===== src/rtl/decode_issue_buffer.sv =====
// Decode->execute issue FIFO with valid/ready on both sides and a
// load scoreboard that holds a dependent head until load data is ready.
module decode_issue_buffer #(
    parameter int PAYLOAD_W  = 64,
    parameter int ADDR_WIDTH = 4,
    parameter int NUM_SRC    = 3,
    parameter int DEPTH      = 4,
    parameter int LOAD_LAT   = 1
) (
    input  logic                          clk_i,
    input  logic                          reset_i,
    input  logic                          flush_pipeline_i,
    input  logic                          in_valid_i,
    output logic                          in_ready_o,
    input  logic [PAYLOAD_W-1:0]          in_payload_i,
    input  logic [NUM_SRC*ADDR_WIDTH-1:0] in_src_addr_i,
    input  logic [NUM_SRC-1:0]            in_src_used_i,
    input  logic [ADDR_WIDTH-1:0]         in_dest_addr_i,
    input  logic                          in_dest_we_i,
    input  logic                          in_mem_read_i,
    output logic                          out_valid_o,
    input  logic                          out_ready_i,
    output logic [PAYLOAD_W-1:0]          out_payload_o,
    output logic [NUM_SRC*ADDR_WIDTH-1:0] out_src_addr_o,
    output logic [ADDR_WIDTH-1:0]         out_dest_addr_o,
    output logic                          out_dest_we_o,
    output logic                          out_mem_read_o,
    output logic                          hazard_stall_o,
    output logic [$clog2(DEPTH+1)-1:0]    count_o
);
    localparam int PW = $clog2(DEPTH);
    localparam int CW = $clog2(DEPTH+1);
    localparam int SW = NUM_SRC * ADDR_WIDTH;

    logic [PAYLOAD_W-1:0]  mem_payload [DEPTH];
    logic [SW-1:0]         mem_src     [DEPTH];
    logic [NUM_SRC-1:0]    mem_used    [DEPTH];
    logic [ADDR_WIDTH-1:0] mem_dest    [DEPTH];
    logic [DEPTH-1:0]      mem_we;
    logic [DEPTH-1:0]      mem_rd;

    logic [PW-1:0]         wr_ptr;
    logic [PW-1:0]         rd_ptr;
    logic [CW-1:0]         count;
    logic [LOAD_LAT-1:0]   sb_valid;
    logic [ADDR_WIDTH-1:0] sb_dest [LOAD_LAT];

    logic                  not_empty;
    logic                  hazard;
    logic                  push;
    logic                  pop;
    logic [NUM_SRC-1:0]    head_used;

    assign not_empty       = (count != '0);
    assign in_ready_o      = (count != CW'(DEPTH));
    assign out_valid_o     = not_empty & ~hazard;
    assign hazard_stall_o  = not_empty & hazard;
    assign count_o         = count;

    assign out_payload_o   = mem_payload[rd_ptr];
    assign out_src_addr_o  = mem_src[rd_ptr];
    assign out_dest_addr_o = mem_dest[rd_ptr];
    assign out_dest_we_o   = mem_we[rd_ptr];
    assign out_mem_read_o  = mem_rd[rd_ptr];
    assign head_used       = mem_used[rd_ptr];

    // A flush squashes the push and keeps the pop out of the scoreboard.
    assign push = in_valid_i & in_ready_o & ~flush_pipeline_i;
    assign pop  = out_valid_o & out_ready_i & ~flush_pipeline_i;

    always_comb begin
        hazard = 1'b0;
        for (int k = 0; k < NUM_SRC; k++) begin
            for (int s = 0; s < LOAD_LAT; s++) begin
                if (head_used[k] && sb_valid[s] &&
                    out_src_addr_o[k*ADDR_WIDTH +: ADDR_WIDTH] == sb_dest[s]) begin
                    hazard = 1'b1;
                end
            end
        end
    end

    always_ff @(posedge clk_i) begin
        if (push) begin
            mem_payload[wr_ptr] <= in_payload_i;
            mem_src[wr_ptr]     <= in_src_addr_i;
            mem_used[wr_ptr]    <= in_src_used_i;
            mem_dest[wr_ptr]    <= in_dest_addr_i;
            mem_we[wr_ptr]      <= in_dest_we_i;
            mem_rd[wr_ptr]      <= in_mem_read_i;
        end
    end

    // Pointers wrap naturally because DEPTH is a power of two.
    always_ff @(posedge clk_i) begin
        if (reset_i || flush_pipeline_i) begin
            wr_ptr <= '0;
            rd_ptr <= '0;
            count  <= '0;
        end else begin
            if (push) wr_ptr <= wr_ptr + PW'(1);
            if (pop)  rd_ptr <= rd_ptr + PW'(1);
            if (push && !pop)      count <= count + CW'(1);
            else if (pop && !push) count <= count - CW'(1);
        end
    end

    always_ff @(posedge clk_i) begin
        if (reset_i || flush_pipeline_i) begin
            sb_valid <= '0;
        end else begin
            for (int s = LOAD_LAT - 1; s > 0; s--) begin
                sb_valid[s] <= sb_valid[s-1];
                sb_dest[s]  <= sb_dest[s-1];
            end
            sb_valid[0] <= pop & out_mem_read_o & out_dest_we_o;
            sb_dest[0]  <= out_dest_addr_o;
        end
    end
endmodule

===== config.mk =====
export PLATFORM = sky130hd
export DESIGN_NAME = decode_issue_buffer
export DESIGN_NICKNAME = d
export VERILOG_FILES = /design/src/rtl/decode_issue_buffer.sv
export SDC_FILE = /design/constraint.sdc
export NUM_CORES = 1
export LEC_CHECK = 0
export CELL_PAD_IN_SITES_DETAIL_PLACEMENT = 1
export CELL_PAD_IN_SITES_GLOBAL_PLACEMENT = 2
export CORE_ASPECT_RATIO = 0.8
export CORE_MARGIN = 2
export CORE_UTILIZATION = 25
export DETAILED_ROUTE_END_ITERATION = 10
export GPL_TIMING_DRIVEN = 0
export PLACE_DENSITY_LB_ADDON = 0.1
export SLEW_MARGIN = 20
export SYNTH_ARGS = -nofsm -noshare
export SYNTH_HDL_FRONTEND = slang
export SYNTH_SLANG_ARGS = --single-unit

===== constraint.sdc =====
create_clock -name clk_i -period 11.3 [get_ports clk_i]
set_clock_uncertainty 0.15 [all_clocks]
set_input_delay 2.26 -clock clk_i [delete_from_list [all_inputs] [get_ports clk_i]]
set_output_delay 2.26 -clock clk_i [all_outputs]
set_load 0.01 [all_outputs]

# Word-level counts from Yosys, hierarchy flattened
# Memories as Yosys holds them, arrays and structs flattened. A register that Yosys moved wholly into a read port is not among the register bits.
# Index checks and enable logic that the tools add are counted.
[op_classes] n_lt_le_gt_ge=3 reduce_logical=14 bitwise=10 n_eq_ne=4 addsub=4 mux=24
[ops] operator="2-bit two-way mux" count=8
[ops] operator="4-bit == test" count=3
[ops] operator="1-bit logical AND" count=9
[ops] operator="1-bit two-way mux" count=9
[ops] operator="1-bit bitwise AND" count=8
[ops] operator="4-bit bitwise mux" count=2
[ops] operator="2-bit by 3-bit < comparator with 1-bit output (second input constant)" count=2
[ops] operator="3-bit two-way mux" count=2
[ops] operator="2-bit by 1-bit adder with 2-bit output (second input constant)" count=2
[ops] operator="1-bit binary-select mux with 2-bit select" count=2
[ops] operator="3-bit by 1-bit adder with 3-bit output (second input constant)" count=1
[ops] operator="3-bit != test (second input constant)" count=1
[ops] operator="3-bit nonzero test" count=1
[ops] operator="3-bit by 1-bit subtractor with 3-bit output (second input constant)" count=1
[ops] operator="1-bit demux with 2-bit select" count=1
[ops] operator="2-bit by 1-bit greater-or-equal comparator with 1-bit output (second input constant)" count=1
[ops] operator="1-bit logical NOT" count=2
[ops] operator="1-bit inverter" count=2
[ops] operator="2-bit nonzero test" count=1
[ops] operator="1-bit logical OR" count=1
[totals] ramBits=336 register_bits=16 inputBits=90 memories=5 elab_cells=70 output_inout_bits=88
[memory_table] name="mem_payload" depth=4 word_bits=64 read_ports=1 rd_ports_with_merged_regs=1 wr=1 line_no="35" rtl="logic [PAYLOAD_W-1:0] mem_payload [DEPTH];"
[memory_table] name="mem_src" depth=4 word_bits=12 read_ports=1 rd_ports_with_merged_regs=1 wr=1 line_no="36" rtl="logic [SW-1:0] mem_src [DEPTH];"
[memory_table] name="mem_dest" depth=4 word_bits=4 read_ports=1 rd_ports_with_merged_regs=1 wr=1 line_no="38" rtl="logic [ADDR_WIDTH-1:0] mem_dest [DEPTH];"
[memory_table] name="mem_used" depth=4 word_bits=3 read_ports=1 rd_ports_with_merged_regs=1 wr=1 line_no="37" rtl="logic [NUM_SRC-1:0] mem_used [DEPTH];"
[memory_table] name="sb_dest" depth=1 word_bits=4 read_ports=1 rd_ports_with_merged_regs=0 wr=1 line_no="46" rtl="logic [ADDR_WIDTH-1:0] sb_dest [LOAD_LAT];"

# Depth between registers and ports, before layout
[depth] depth_word=12 ltp_mapped=13 depth_no_buf=12

# Least setup slack after synthesis
# Ideal clock, no wire load.
[synth_timing] path_type="input-to-reg" from="input in_valid_i" to="memory mem_dest[0][0] (enable)" arrival_ns=4.539 n_path_buf=0 cell_stages=3 required_ns=10.697 path_slack_ns=6.158 setup_time_ns=0.453 path_cell_list="nand2_1 -> nor2_1 -> and2_1"
[synth_between] elab_chain_len=4
[synth_lines] item="from (decl)" line_no="13" rtl="input logic in_valid_i,"
[synth_lines] item="1-bit bitwise AND (2 in series)" line_no="68" rtl="assign push = in_valid_i & in_ready_o & ~flush_pipeline_i;"
[synth_lines] item="named net push" line_no="50" rtl="logic push;"
[synth_lines] item="1-bit two-way mux" line_no="84" rtl="if (push) begin"
[synth_lines] item="1-bit two-way mux (implied by the code)" line_no="88" rtl="mem_dest[wr_ptr] <= in_dest_addr_i;"
[synth_lines] item="to (decl)" line_no="38"
# The timed path passes the listed nets, and every way through them passes these cells.

==> metrics.txt <==
clock slew at reported path FFs=0.06 ns; area share of the leading cell type in the synthesized netlist=between 70% and 80%; Ys Warns=0; Crit. End Element=output pin; clk sinks=around 350; Final Util=roughly a third; Clock Latency Late Sink=0.54 ns; area delta synth->final=32.8%; Area contributors post-synth=edfxtp_1 79%, mux4_2 15%, dfxtp_1 1.5%; EDFF count, synth=344; Hold/Removal Path Class=reg -> reg; CTS root buf=clkbuf_16; routed len/inst=20.7 um; CTS Buf Count=41; worst-path fanout max=10; fraction of registers with async set or reset after synthesis=0%; Global Route Usage Sum=11.4%; Final Hold Fails=0; cell area after synthesis=13000 um^2; Slew HR=44.3%; Die W=between 200 and 300 um; FMAX=0.163 GHz; I/O Pins=178; share of layout cells above drive strength 1=21.9%; Final min period=6.14 ns; DP Worst Slack=5.58 ns; initial core utilization=25.4%; status=completed; Worst Path Buf+Inv=4; final setup margin=5.16 ns; initial antenna violation count=4; CTS Buffer Depth=3; detailed router's first-iteration violation count=approximately 240; Die Area=~54000 um^2; Arrival @ worst endpoint=3.73 ns; Pleak=0.00536 uW; H-tree lvl count=2; antenna viol nets, final=0; grt ovf=0; Setup violations, final=0; Core Area=51200 um^2; min-delay src=wr_ptr[1]; Vias/cell=4.15; hold bufs inserted after CTS=0; CTS tree=yes; Top FF cell, synth=edfxtp_1; critical path class=reg -> out; post-CTS resize count=0; Die Span Y=approximately 210 um; CP top delay family=buffers and inverters; Layout Nets=848; Post-synth top cells=344 x edfxtp_1, 85 x mux4_2, 10 x dfxtp_1; final period utilization=54.3%; GP Congestion=0.648; Syn Area/Cell=24.8 um^2; dpl hpwl=19500 um; Final Slew Violations=0; startpoint types=flip-flop; Peak VDD IR=0.0000820 V; RSZ-0062 raised after global routing=no; num rows=74; DRC viols=0; Gate Count Post-Synth=~520; Port Buffers=between 150 and 200; slowest stage delay, CP=roughly 0.65 ns; crit-path cells=clkbuf_1 -> clkbuf_1 -> buf_1 -> mux4_2 -> clkdlybuf4s50_1; first-pass GRT wire length=45300 um; Cell Pwr Density=between 150 and 200 nW/um^2; largest net degree at the start of global routing=41; most frequent cell after synthesis=edfxtp_1; maxcap violations=0; CP required=8.89 ns; vias in the first global route=~7000; final setup TNS=0 ns; syn nets=620; Seq/Total Area, Yosys=roughly four fifths; Inserted Diodes=0; cell mode on critical path=clkbuf_1; Via Count=around 6000; distinct cell type count after synthesis=31; Post-Route WL=30400 um; CP max-delay cell=buf_1; Synth Register Bits=354; drt first pass iters=4; leading area contributor after synthesis=edfxtp_1; setup bufs post-CTS=0; Least-Margin Pin Slew=roughly 0.84 ns
==> stage by stage <==
step	power, uW	hold slack, ns	cells	area (um^2)
after floorplan	1560	0.319	524	13000
after global placement	1670	0.352	1385	15600
after detailed placement	1670	0.365	1393	15800
after CTS	3120	0.374	1468	17300
after global routing	3170	0.416	1468	17300
final	3060	0.366	1468	17300
==> state kept, by name (all words and copies together) (netlist names), named ones only <==
register     count
mem_payload    256
mem_src         48
mem_dest        16
mem_used        12
mem_rd           4
mem_we           4
sb_dest          4
count_o          3
rd_ptr           2
wr_ptr           2
sb_valid         1
==> area by class of cell <==
class / count / area (um^2)
Buffer: 19 / 92.6
Tap cell: 684 / 856
Sequential cell: 354 / 10500
Timing Repair Buffer: 185 / 1960
Fill cell: 5017 / 33900
Multi-Input combinational cell: 146 / 2390
Inverter: 5 / 18.8
Clock inverter: 27 / 397
Clock buffer: 48 / 1050
==> cells in the final DEF (no fill, tap or decap), types with 4 or more instances in the layout <==
cell type / synthesis / final
and2_4: 0 / 4
clkbuf_1: 7 / 14
edfxtp_1: 344 / 344
clkinv_2: 0 / 5
clkbuf_16: 0 / 41
xor2_1: 8 / 8
bufinv_16: 0 / 10
ha_1: 5 / 5
clkdlybuf4s50_1: 0 / 177
clkinv_1: 0 / 7
dfxtp_1: 10 / 10
xnor2_1: 8 / 8
buf_2: 8 / 8
inv_1: 5 / 5
mux4_2: 85 / 85
buf_12: 0 / 4
buf_16: 0 / 4
nor2_1: 8 / 8
==> final timing paths <==
check | endpoint | slack (ns) | cells past startpoint
worst max register to register | count_o[2] | 7.68 | 12
worst min-delay path | wr_ptr[1] | 0.37 | 2
worst max-delay path | out_payload_o[51] | 5.16 | 5
worst min register to register | wr_ptr[1] | 0.37 | 2
==> cell families (layout without fill, tap and decap cells) <==
kind of cell / after synthesis / count (layout) / share of synthesized area [%]
DFF: 354 / 354 / 80.9
and+or+nand+nor: 33 / 33 / 1.56
AOI/OAI and AO/OA: 5 / 5 / 0.211
muxes: 86 / 86 / 14.8
xor gates and xnor gates: 16 / 16 / 1.08
adders and majority gates: 6 / 6 / 0.634
buffers and inverters: 24 / 284 / 0.855
==> routing by layer <==
metal	global-route usage (%)	vias up	share of wire, %
met3	3.46	48	6.0
met4	3.73	4	2.1
met2	18.9	137	49
li1	-	2689	-
met5	0	-	0.095
met1	14.1	3218	43
==> report_power, final <==
part           total, uW  switching [uW]  internal (uW)
sequential          1470            6.54           1470
combinational        167            75.2           92.3
clock               1420             527            898
==> worst register-to-register path, stage by stage (launching register included) <==
cell and delay, ns:
dfxtp_1 0.34, clkbuf_1 0.64, mux4_2 0.47, xor2_1 0.18
nor3_2 0.33, nor4_4 0.12, nand2b_1 0.10, ha_1 0.19
inv_1 0.06, fa_1 0.37, xor2_1 0.16, or3_1 0.31
a21oi_1 0.15
(Power assumes the default switching activity.)
